**src/rtl/cpu_mem_arbiter.sv**
```systemverilog
// cpu_mem_arbiter
//   Request/grant arbiter in front of the shared data memory. Three requesters
//   share one memory port with fixed priority host > CPU > accelerator. The
//   accelerator path is buffered in a small FIFO so it can issue back-to-back
//   without holding its request. Read data returns one cycle after grant and
//   is steered to the requester that owned the read.
//
//   Optional feature macro: ARB_STARVE_EN
//     When defined, a starvation counter lets a non-empty accel FIFO win over
//     the CPU for one grant after STARVE_LIMIT consecutive blocked cycles.
//
//   Ports
//     clk, rst_n                        clock, async active-low reset
//     ex_wrt_en/ex_addr/ex_wrt_data     host write port (always serviced)
//     cpu_req/cpu_we/cpu_addr/...       CPU load/store request
//     cpu_stall                         CPU request not granted this cycle
//     cpu_rd_valid/cpu_rd_data          CPU read return (32 bits)
//     accel_req_valid/accel_req_ready   accelerator FIFO push handshake
//     accel_we/accel_addr/...           accelerator request payload
//     accel_rd_valid/accel_rd_data      accelerator read return (512 bits)
//     mem_addr/mem_wrt_data/mem_wrt_en  memory request
//     mem_rd_data                       memory read data, one cycle after address

module cpu_mem_arbiter #(
  parameter int unsigned ACCEL_FIFO_DEPTH = 4,
  parameter int unsigned STARVE_LIMIT     = 8
) (
  input  logic         clk,
  input  logic         rst_n,
  input  logic         ex_wrt_en,
  input  logic [15:0]  ex_addr,
  input  logic [31:0]  ex_wrt_data,
  input  logic         cpu_req,
  input  logic         cpu_we,
  input  logic [15:0]  cpu_addr,
  input  logic [31:0]  cpu_wrt_data,
  output logic         cpu_stall,
  output logic         cpu_rd_valid,
  output logic [31:0]  cpu_rd_data,
  input  logic         accel_req_valid,
  output logic         accel_req_ready,
  input  logic         accel_we,
  input  logic [15:0]  accel_addr,
  input  logic [31:0]  accel_wrt_data,
  output logic         accel_rd_valid,
  output logic [511:0] accel_rd_data,
  output logic [15:0]  mem_addr,
  output logic [31:0]  mem_wrt_data,
  output logic         mem_wrt_en,
  input  logic [511:0] mem_rd_data
);

  localparam int unsigned PtrW = (ACCEL_FIFO_DEPTH > 1) ? $clog2(ACCEL_FIFO_DEPTH) : 1;
  localparam int unsigned CntW = $clog2(ACCEL_FIFO_DEPTH + 1);

  typedef enum logic [1:0] {
    OwnNone,
    OwnCpu,
    OwnAccel
  } owner_e;

  // FIFO storage, split by field
  logic            r_fifo_we   [ACCEL_FIFO_DEPTH];
  logic [15:0]     r_fifo_addr [ACCEL_FIFO_DEPTH];
  logic [31:0]     r_fifo_data [ACCEL_FIFO_DEPTH];
  logic [PtrW-1:0] r_wr_ptr;
  logic [PtrW-1:0] r_rd_ptr;
  logic [CntW-1:0] r_count;
  owner_e          r_rd_owner;

  logic w_fifo_empty;
  logic w_fifo_full;
  logic w_push;
  logic w_pop;
  logic w_host_gnt;
  logic w_cpu_gnt;
  logic w_accel_gnt;
  logic w_force_accel;

  logic        w_head_we;
  logic [15:0] w_head_addr;
  logic [31:0] w_head_data;

  assign w_fifo_empty    = (r_count == '0);
  assign w_fifo_full     = (r_count == CntW'(ACCEL_FIFO_DEPTH));
  assign accel_req_ready = !w_fifo_full;
  assign w_push          = accel_req_valid && !w_fifo_full;
  assign w_pop           = w_accel_gnt;

  assign w_head_we   = r_fifo_we[r_rd_ptr];
  assign w_head_addr = r_fifo_addr[r_rd_ptr];
  assign w_head_data = r_fifo_data[r_rd_ptr];

`ifdef ARB_STARVE_EN
  localparam int unsigned StarveW = $clog2(STARVE_LIMIT + 1);

  logic [StarveW-1:0] r_starve_cnt;

  assign w_force_accel = !w_fifo_empty && (r_starve_cnt >= StarveW'(STARVE_LIMIT));

  // Counts cycles the CPU wins over a waiting accel head; any accel grant or
  // an empty FIFO restarts the count.
  always_ff @(posedge clk or negedge rst_n) begin
    if (!rst_n) begin
      r_starve_cnt <= '0;
    end else if (w_fifo_empty || w_accel_gnt) begin
      r_starve_cnt <= '0;
    end else if (w_cpu_gnt) begin
      r_starve_cnt <= r_starve_cnt + StarveW'(1);
    end
  end
`else
  logic w_unused_starve;
  assign w_unused_starve = ^STARVE_LIMIT;
  assign w_force_accel   = 1'b0;
`endif

  // Host always wins; the starvation guard only reorders CPU vs accel.
  assign w_host_gnt  = ex_wrt_en;
  assign w_cpu_gnt   = !ex_wrt_en && cpu_req && !w_force_accel;
  assign w_accel_gnt = !ex_wrt_en && !w_fifo_empty && (!cpu_req || w_force_accel);
  assign cpu_stall   = cpu_req && !w_cpu_gnt;

  always_comb begin
    mem_addr     = '0;
    mem_wrt_data = '0;
    mem_wrt_en   = 1'b0;
    if (w_host_gnt) begin
      mem_addr     = ex_addr;
      mem_wrt_data = ex_wrt_data;
      mem_wrt_en   = 1'b1;
    end else if (w_cpu_gnt) begin
      mem_addr     = cpu_addr;
      mem_wrt_data = cpu_wrt_data;
      mem_wrt_en   = cpu_we;
    end else if (w_accel_gnt) begin
      mem_addr     = w_head_addr;
      mem_wrt_data = w_head_data;
      mem_wrt_en   = w_head_we;
    end
  end

  always_ff @(posedge clk or negedge rst_n) begin
    if (!rst_n) begin
      r_wr_ptr <= '0;
      r_rd_ptr <= '0;
      r_count  <= '0;
    end else begin
      if (w_push) begin
        r_wr_ptr <= r_wr_ptr + PtrW'(1);
      end
      if (w_pop) begin
        r_rd_ptr <= r_rd_ptr + PtrW'(1);
      end
      if (w_push && !w_pop) begin
        r_count <= r_count + CntW'(1);
      end else if (w_pop && !w_push) begin
        r_count <= r_count - CntW'(1);
      end
    end
  end

  // Payload storage needs no reset; validity is tracked by r_count.
  always_ff @(posedge clk) begin
    if (w_push) begin
      r_fifo_we[r_wr_ptr]   <= accel_we;
      r_fifo_addr[r_wr_ptr] <= accel_addr;
      r_fifo_data[r_wr_ptr] <= accel_wrt_data;
    end
  end

  always_ff @(posedge clk or negedge rst_n) begin
    if (!rst_n) begin
      r_rd_owner <= OwnNone;
    end else if (w_cpu_gnt && !cpu_we) begin
      r_rd_owner <= OwnCpu;
    end else if (w_accel_gnt && !w_head_we) begin
      r_rd_owner <= OwnAccel;
    end else begin
      r_rd_owner <= OwnNone;
    end
  end

  assign cpu_rd_valid   = (r_rd_owner == OwnCpu);
  assign cpu_rd_data    = mem_rd_data[31:0];
  assign accel_rd_valid = (r_rd_owner == OwnAccel);
  assign accel_rd_data  = mem_rd_data;

endmodule

```
**config.mk**
```make
export PLATFORM = sky130hd
export DESIGN_NAME = cpu_mem_arbiter
export DESIGN_NICKNAME = d
export VERILOG_FILES = /design/src/rtl/cpu_mem_arbiter.sv
export SDC_FILE = /design/constraint.sdc
export NUM_CORES = 1
export LEC_CHECK = 0
export BUFFER_PORTS_ARGS = -buffer_cell sky130_fd_sc_hd__buf_2
export CAP_MARGIN = 20
export CORE_AREA = 3 3 490 492
export DETAILED_ROUTE_END_ITERATION = 7
export DIE_AREA = 0 0 493 495
export PLACE_DENSITY = 0.33
export SLEW_MARGIN = 20
export SYNTH_ARGS = -nofsm -noshare
export SYNTH_HDL_FRONTEND = slang
export SYNTH_SLANG_ARGS = --single-unit
```
**constraint.sdc**
```tcl
create_clock -name clk -period 6.93 [get_ports clk]
set_clock_uncertainty 0.15 [all_clocks]
set_input_delay 1.0395 -clock clk [delete_from_list [all_inputs] [get_ports clk]]
set_output_delay 1.0395 -clock clk [all_outputs]
set_load 0.05 [all_outputs]
```
==> impl_metrics.py, run 1 <==
metrics = {
    "run_status": {
        "run_status": "finished, final reports clean",
    },
    "clock_network": {
        "post_cts_buffers": 0,
        "htree_levels": 1,
        "path_clk_slew_ns": 0.06,
        "cts_tree": "done",
        "clock_sinks": 205,
        "cts_hold_buf": 0,
        "cts_resized": 0,
        "cts_root_buffer": "clkbuf_16",
        "cts_buffer_depth": 3,
        "cts_made_buffers": 24,
        "clock_latency_ns": 0.52,
    },
    "yosys": {
        "synth.avg_cell_area_sq_um": 12.45,
        "syn_nets": 1683,
        "synth_common_cells": "buf_4, edfxtp_1, nand2_1, nand3_1",
        "yosysTopAreaCell": "edfxtp_1",
        "ys_ff_latch": 205,
        "synthAdderAreaFrac_pct": 0.6544,
        "synthMostInstantiatedCell": "buf_4",
        "synth_edf_count": 196,
        "seq_area_frac_synth_pct": 48.42,
        "synthSimpleGateAreaFrac_pct": 4.154,
        "syn_inst": 1014,
        "synthMuxAreaShare_pct": 8.953,
        "syn-cell-area_sq_mm": 0.01262,
        "synth-compound-area-share_pct": 2.984,
        "async_flop_share_pct": 4.390,
        "synthXorXnorAreaFrac_pct": 0.4164,
        "yosysTopAreaCellShare_pct": 46.64,
        "ys_types": 25,
        "synthFlopType": "edfxtp_1",
        "netlist_top_cells_area": "edfxtp_1, buf_4, mux4_2",
        "synth.yosys.warnings": 0,
        "synth_top_family_by_area": "buffers and inverters",
    },
    "sta": {
        "setup_violations": 0,
        "hold_violations": 0,
        "fin_tns_setup_ns": 0,
        "slew_viol_final": 0,
        "post-route-period-util_pct": 71.09,
        "slew_headroom_pct": 33.98,
        "tightestPinTransition_ns": 0.9903,
        "post-route-min-period_ns": 4.927,
        "max_freq_ghz": 0.2030,
        "rsz0062_at_grt": "false",
    },
    "route": {
        "ant_nets": 0,
        "dr.pass1.iters": 4,
        "wl_per_cell_um": 46.55,
        "dr_total_vias": 6740,
        "drc": 0,
        "via_per_inst": 1.756,
        "wl_um": 178700,
        "drt_iter0_drc": 558,
    },
    "worst_setup_path": {
        "arrival_ns": 3.74,
        "rr_startpoint": "r_count[2]",
        "start_kind": "input pin",
        "worstPathMaxFanout": 52,
        "cp.required_ns": 5.74,
        "cp-startpoint": "ex_wrt_en",
        "r2r_cells": 9,
        "regToRegEndpoint": "r_count[2]",
        "r2r_slack_ns": 4.12,
        "path_class": "input pin to primary output",
        "endpoint_kind": "primary output",
    },
    "floorplan": {
        "chipHeight_um": 495,
        "ios": 1260,
        "die_w_um": 493,
        "fp-row-count": 178,
        "initial_core_util_pct": 5.356,
        "core_sq_mm": 0.2356,
        "dieArea_sq_mm": 0.2440,
    },
    "grt": {
        "grt_antenna_before_repair": 40,
        "grt_pass1_wl_um": 194000,
        "overflow": 0,
        "grt_usage_pct": 13.91,
        "grt_max_degree": 53,
        "grt_pass1_vias": 6613,
    },
    "final_layout": {
        "fillCellCount": 27750,
        "area_delta_synth_final_pct": 11.25,
        "drive_gt1_share_pct": 44.22,
        "nets": 1340,
    },
    "power_and_ir_drop": {
        "power_density_mw_per_mm2": 306.5,
        "p_leak_nw": 3.923,
        "power_mw": 4.303,
        "ir_drop_mv": 0.1827,
    },
    "flow_run": {
        "maxCapViolations": 0,
    },
    "place": {
        "dp_hpwl_um": 166700,
        "globalplace.congestion": 0.9595,
        "portBuffers": 203,
    },
    "worst_hold_path": {
        "hp-class": "input pin to asynchronous set/reset pin",
    },
}
[flip-flops by register name, indices dropped and copies added, names as in the netlist]
| signal | count |
|---|---|
| r_count | 3 |
| r_fifo_addr | 64 |
| r_fifo_data | 128 |
| r_fifo_we | 4 |
| r_rd_owner | 2 |
| r_rd_ptr | 2 |
| r_wr_ptr | 2 |
[layout by cell type (no fill, tap or decap), drive strengths merged]
master / instances
a21boi: 1
a21oi: 1
a22oi: 48
and2: 5
buf: 209
bufinv: 1
clkbuf: 26
clkinv: 11
dfrtp: 9
diode: 5
edfxtp: 196
fa: 1
ha: 5
inv: 3
mux2: 2
mux4: 49
nand2: 51
nand3: 50
nor2: 4
nor2b: 4
or3: 1
xnor2: 4
xor2: 2
[area by class of cell]
cell class,count,area [sq um],share of cell area [%]
Sequential cell,205,6118,43.58
Tap cell,3150,3941,28.07
Multi-Input combinational cell,228,2192,15.61
Timing Repair Buffer,209,1061,7.557
Clock buffer,26,608.1,4.331
Clock inverter,12,95.09,0.6773
Antenna cell,5,12.51,0.08912
Inverter,3,11.26,0.08021
[power breakdown]
| part | internal [mW] | total (mW) | switching (mW) |
|---|---|---|---|
| sequential | 1.64 | 1.84 | 0.195 |
| clock | 0.664 | 1.17 | 0.502 |
| combinational | 0.473 | 1.30 | 0.824 |
| total | 2.78 | 4.30 | 1.52 |
[worst max-delay path by stage]
stage / end / slack [ns]
2_1_floorplan: mem_wrt_data[21] / 3.55
3_3_place_gp: mem_wrt_data[24] / 1.90
3_5_place_dp: mem_wrt_data[24] / 1.88
4_1_cts: mem_wrt_data[24] / 1.87
5_1_grt: mem_wrt_data[24] / 1.93
6_report: mem_wrt_data[24] / 2.00
[logic make-up after synthesis]
family | after synthesis
AOI/OAI and AO/OA | 50
xor gates and xnor gates | 6
adders and majority gates | 6
buffers and inverters | 581
DFF | 205
muxes | 51
and+or+nand+nor | 115
[critical path: stages]
cell	delay, ns
buf_2	0.07
buf_4	0.54
nor2b_4	0.13
buf_4	0.34
a22oi_1	0.75
nand2_1	0.38
buf_2	0.32
[through the flow]
stage	instances	setup WS (ns)	hold slack [ns]	util, %	area [sq um]
6_report	3838	2.003	0.2358	5.958	14040
5_1_grt	3833	1.927	0.2300	5.953	14030
4_1_cts	3833	1.875	0.2180	5.953	14030
3_5_place_dp	3795	1.879	0.3760	5.655	13320
3_3_place_gp	3795	1.903	0.3684	5.655	13320
2_1_floorplan	1014	3.552	0.3440	-	12620
[routing by layer]
layer	vias to the layer above	global-route usage (%)	share of wire, %
met5	-	1.526	0.36
met4	24	0.9814	1.0
met3	115	25.70	39
met2	1375	23.26	47
met1	2930	5.036	13
li1	2296	-	-
(Power assumes the default switching activity.)
==> run 2, diff against run 1 <==
CORE_AREA = 3 3 494 496   (was 3 3 490 492)
DIE_AREA = 0 0 497 499   (was 0 0 493 495)
clock period = 4.9 ns   (was 6.93 ns; I/O delays follow)
==> impl_metrics.py, run 2 (synthesis results as in run 1) <==
metrics = {
    "grt": {
        "grt_antenna_before_repair": 30,
        "grt_usage_pct": 14.53,
        "grt_pass1_wl_um": 205500,
        "grt_max_degree": 43,
        "overflow": 0,
        "grt_pass1_vias": 6783,
    },
    "route": {
        "drt_iter0_drc": 489,
        "dr.pass1.iters": 4,
        "wl_per_cell_um": 48.26,
        "via_per_inst": 1.758,
        "dr_total_vias": 6833,
        "ant_nets": 0,
        "drc": 0,
        "wl_um": 187500,
    },
    "flow_run": {
        "maxCapViolations": 0,
    },
    "worst_setup_path": {
        "endpoint": "mem_wrt_data[28]",
        "path_class": "flip-flop to primary output",
        "endpoint_kind": "primary output",
        "r2r_slack_ns": 2.09,
        "worstPathMaxFanout": 27,
        "cp-startpoint": "r_rd_ptr[0]",
        "cp.required_ns": 4.01,
        "start_kind": "flip-flop",
        "regToRegEndpoint": "r_count[2]",
        "arrival_ns": 2.99,
        "rr_startpoint": "r_count[2]",
        "r2r_cells": 8,
    },
    "final_layout": {
        "largestRegisters": "r_fifo_data x128, r_fifo_addr x64, r_fifo_we x4",
        "nets": 1351,
        "largest_register": "r_fifo_data",
        "postLayoutCoreUtil_pct": 5.932,
        "largest_register_ffs": 128,
        "final_cell_mix": "buf_2, edfxtp_1, nand2_1, nand3_1",
        "layout_commonest_cell": "buf_2",
        "drive_gt1_share_pct": 44.71,
        "area_delta_synth_final_pct": 12.85,
        "design_area_sq_mm": 0.01424,
    },
    "clock_network": {
        "clock_sinks": 205,
        "cts_buffer_depth": 3,
        "path_clk_slew_ns": 0.06,
        "cts_root_buffer": "clkbuf_16",
        "clock_latency_ns": 0.55,
        "cts_made_buffers": 25,
        "cts_hold_buf": 1,
        "cts_tree": "done",
        "post_cts_buffers": 0,
        "htree_levels": 1,
        "cts_resized": 0,
    },
    "worst_hold_path": {
        "hp-class": "input pin to flip-flop",
    },
    "floorplan": {
        "initial_core_util_pct": 5.256,
        "fp-row-count": 180,
        "dieArea_sq_mm": 0.2480,
        "die_w_um": 497,
        "ios": 1260,
        "core_sq_mm": 0.2401,
        "chipHeight_um": 499,
    },
    "place": {
        "dp_hpwl_um": 176400,
        "globalplace.congestion": 0.9646,
        "portBuffers": 203,
        "placed_cell_area_sq_mm": 0.01345,
    },
    "sta": {
        "setup_violations": 0,
        "max_freq_ghz": 0.2582,
        "slew_headroom_pct": 41.53,
        "fin_tns_setup_ns": 0,
        "post-route-period-util_pct": 79.03,
        "tightestPinTransition_ns": 0.8770,
        "rsz0062_at_grt": "false",
        "hold_violations": 0,
        "slew_viol_final": 0,
        "post-route-min-period_ns": 3.872,
    },
    "power_and_ir_drop": {
        "power_density_mw_per_mm2": 447.9,
        "p_leak_nw": 4.008,
        "ir_drop_mv": 0.2262,
    },
    "run_status": {
        "run_status": "finished, final reports clean",
    },
}
run 2: metrics by stage:
step	hold WS, ns	power (mW)	std cells	setup WS, ns
6_report	0.2409	6.379	3886	1.028
5_1_grt	0.2086	6.724	3885	0.9659
4_1_cts	0.1869	6.578	3885	0.9580
3_5_place_dp	0.3747	4.697	3839	1.068
3_3_place_gp	0.3806	4.705	3839	1.098
2_1_floorplan	0.2894	5.069	1014	2.129
run 2: per-layer routing:
layer,share of wire (%),GRT usage (%)
met1,14,5.967
met2,46,23.73
met3,38,25.75
met4,1.2,1.636
met5,0.70,3.685
run 2: worst min path at each step:
| stage | startpoint | to | slack [ns] | cells past startpoint |
|---|---|---|---|---|
| 2_1_floorplan | rst_n | r_count[0] | 0.29 | 0 |
| 3_3_place_gp | r_count[2] | r_count[2] | 0.38 | 1 |
| 3_5_place_dp | r_count[2] | r_count[2] | 0.37 | 1 |
| 4_1_cts | accel_wrt_data[18] | r_fifo_data[2][18] | 0.19 | 1 |
| 5_1_grt | accel_wrt_data[18] | r_fifo_data[2][18] | 0.21 | 1 |
| 6_report | accel_wrt_data[4] | r_fifo_data[3][4] | 0.24 | 1 |
run 2: power by group:
part           leakage [nW]  internal [mW]  switching, mW
registers              1.90           2.32          0.210
logic                  1.73          0.699           1.33
clock network         0.381           1.05          0.774
run 2: worst max-delay path, stage by stage (launching register included):
cell and delay [ns]:
dfrtp_4 0.89, mux4_2 0.61, nand3_1 0.10, nand2_1 0.42
buf_2 0.39
run 2: area by class of cell:
cell class	instances	area, sq um
diodes	1	2.502
clock buffers	32	651.9
clock inverters	13	131.4
fillers	28230	225800
inverters	3	11.26
multi-input cells	228	2192
flip-flops and latches	205	6116
well taps	3185	3985
repair buffers	219	1151
==> run 3, diff against run 2 <==
CORE_AREA = 3 3 493 495   (was 3 3 494 496)
DIE_AREA = 0 0 496 498   (was 0 0 497 499)
clock period = 3.3 ns   (was 4.9 ns; I/O delays follow)
==> impl_metrics.py, run 3 (synthesis results as in run 1) <==
metrics = {
    "route": {
        "drt_iter0_drc": 509,
        "wl_per_cell_um": 46.10,
        "drc": 0,
        "dr.pass1.iters": 5,
        "dr_total_vias": 6966,
        "ant_nets": 0,
        "wl_um": 179400,
        "via_per_inst": 1.790,
    },
    "sta": {
        "setup_violations": 0,
        "rsz0062_at_grt": "false",
        "post-route-period-util_pct": 95.25,
        "post-route-min-period_ns": 3.143,
        "slew_headroom_pct": 63.12,
        "hold_violations": 0,
        "slew_viol_final": 0,
        "fin_tns_setup_ns": 0,
        "setup_ws_ns": 0.1567,
        "max_freq_ghz": 0.3181,
        "tightestPinTransition_ns": 0.5532,
    },
    "run_status": {
        "run_status": "finished, final reports clean",
    },
    "floorplan": {
        "dieArea_sq_mm": 0.2470,
        "core_sq_mm": 0.2383,
        "die_w_um": 496,
        "chipHeight_um": 498,
        "ios": 1260,
        "initial_core_util_pct": 5.296,
        "fp-row-count": 179,
    },
    "grt": {
        "overflow": 0,
        "grt_pass1_vias": 6886,
        "grt_antenna_before_repair": 38,
        "grt_max_degree": 37,
        "grt_pass1_wl_um": 195700,
        "grt_usage_pct": 13.82,
    },
    "clock_network": {
        "cts_root_buffer": "clkbuf_16",
        "path_clk_slew_ns": 0.06,
        "clock_sinks": 205,
        "cts_tree": "done",
        "htree_levels": 1,
        "clock_latency_ns": 0.52,
        "cts_made_buffers": 25,
        "cts_buffer_depth": 3,
    },
    "final_layout": {
        "largest_register": "r_fifo_data",
        "largestRegisters": "r_fifo_data x128, r_fifo_addr x64, r_fifo_we x4",
        "nets": 1371,
        "largest_register_ffs": 128,
        "fillCellCount": 27980,
        "drive_gt1_share_pct": 46.53,
        "final_cell_mix": "buf_2, edfxtp_1, nand2_1, nand3_1, mux4_2",
        "layout_commonest_cell": "buf_2",
        "area_delta_synth_final_pct": 14.83,
    },
    "place": {
        "dp_slack_ns": -0.1348,
        "dp_hpwl_um": 169100,
        "portBuffers": 203,
        "globalplace.congestion": 0.9551,
    },
    "worst_setup_path": {
        "cp_top_family": "buffers and inverters",
        "crit_slowest_cell": "buf_4",
        "endpoint_kind": "primary output",
        "start_kind": "flip-flop",
        "cp.required_ns": 2.65,
        "worstPathMaxFanout": 28,
        "crit_path_cell_trace": "or3_4 > buf_4 > nand3_1 > nand2_1 > buf_2",
        "cp-startpoint": "r_count[0]",
        "critPathMaxStageDelay_ns": 0.46,
        "arrival_ns": 2.50,
        "path_class": "flip-flop to primary output",
        "critPathBufInv": 2,
        "rr_startpoint": "r_count[2]",
    },
    "power_and_ir_drop": {
        "power_density_mw_per_mm2": 642.4,
        "p_leak_nw": 4.131,
        "ir_drop_mv": 0.3067,
    },
    "worst_hold_path": {
        "hp-class": "input pin to flip-flop",
        "min_from": "accel_addr[6]",
    },
    "flow_run": {
        "maxCapViolations": 0,
    },
}
-- run 3: worst paths after layout --
| path | endpoint | slack (ns) | cells after the start |
|---|---|---|---|
| worst max-delay path | mem_wrt_data[24] | 0.16 | 5 |
| worst min-delay path | r_fifo_addr[1][6] | 0.04 | 1 |
| min in group asynchronous | r_rd_ptr[0] | 0.29 | 2 |
| worst max register to register | r_count[2] | 0.86 | 8 |
| max in group asynchronous | r_rd_ptr[1] | 2.45 | 2 |
| worst min register to register | r_count[2] | 0.39 | 1 |
-- run 3: what timing repair did --
action                     4_1_cts  5_1_grt
buffers inserted                 1        0
setup endpoints to repair       18        0
resized for setup                3        0
hold buffers                     1        0
hold endpoints to repair         9        0
-- run 3: per-stage QoR --
stage | power, mW | hold WS (ns) | area, sq um | std cells | utilization (%)
global placement | 6.941 | 0.2485 | 13680 | 3839 | 5.741
CTS | 9.547 | 0.008517 | 14480 | 3887 | 6.077
finish | 9.310 | 0.04223 | 14490 | 3891 | 6.081
floorplan | 7.527 | 0.04941 | 12620 | 1014 | -
global route | 9.815 | 0.02175 | 14480 | 3887 | 6.077
detailed placement | 6.923 | 0.2538 | 13690 | 3840 | 5.744
-- run 3: final cells by class --
type / count / area, sq um / area share, %
diodes: 4 / 10.01 / 0.06907
multi-input cells: 228 / 2206 / 15.22
clock buffers: 31 / 648.1 / 4.472
well taps: 3167 / 3963 / 27.34
clock inverters: 14 / 93.84 / 0.6476
flip-flops and latches: 205 / 6118 / 42.22
repair buffers: 239 / 1441 / 9.946
inverters: 3 / 11.26 / 0.07771
-- run 3: power breakdown --
part | leakage [nW] | total, mW | internal, mW | switching (mW)
Sequential | 1.90 | 3.69 | 3.44 | 0.247
Combinational | 1.87 | 3.11 | 1.20 | 1.91
Clock | 0.361 | 2.51 | 1.46 | 1.05
-- run 3: layer usage --
metal / up-vias / part of all wire [%] / GRT usage [%] / wire length (um)
met1: 3123 / 15 / 6.112 / 26460
met4: 20 / 0.50 / 0.5323 / 899
li1: 2372 / - / - / -
met3: 103 / 37 / 23.76 / 66640
met5: - / 0.33 / 1.644 / 588
met2: 1348 / 47 / 23.22 / 84800
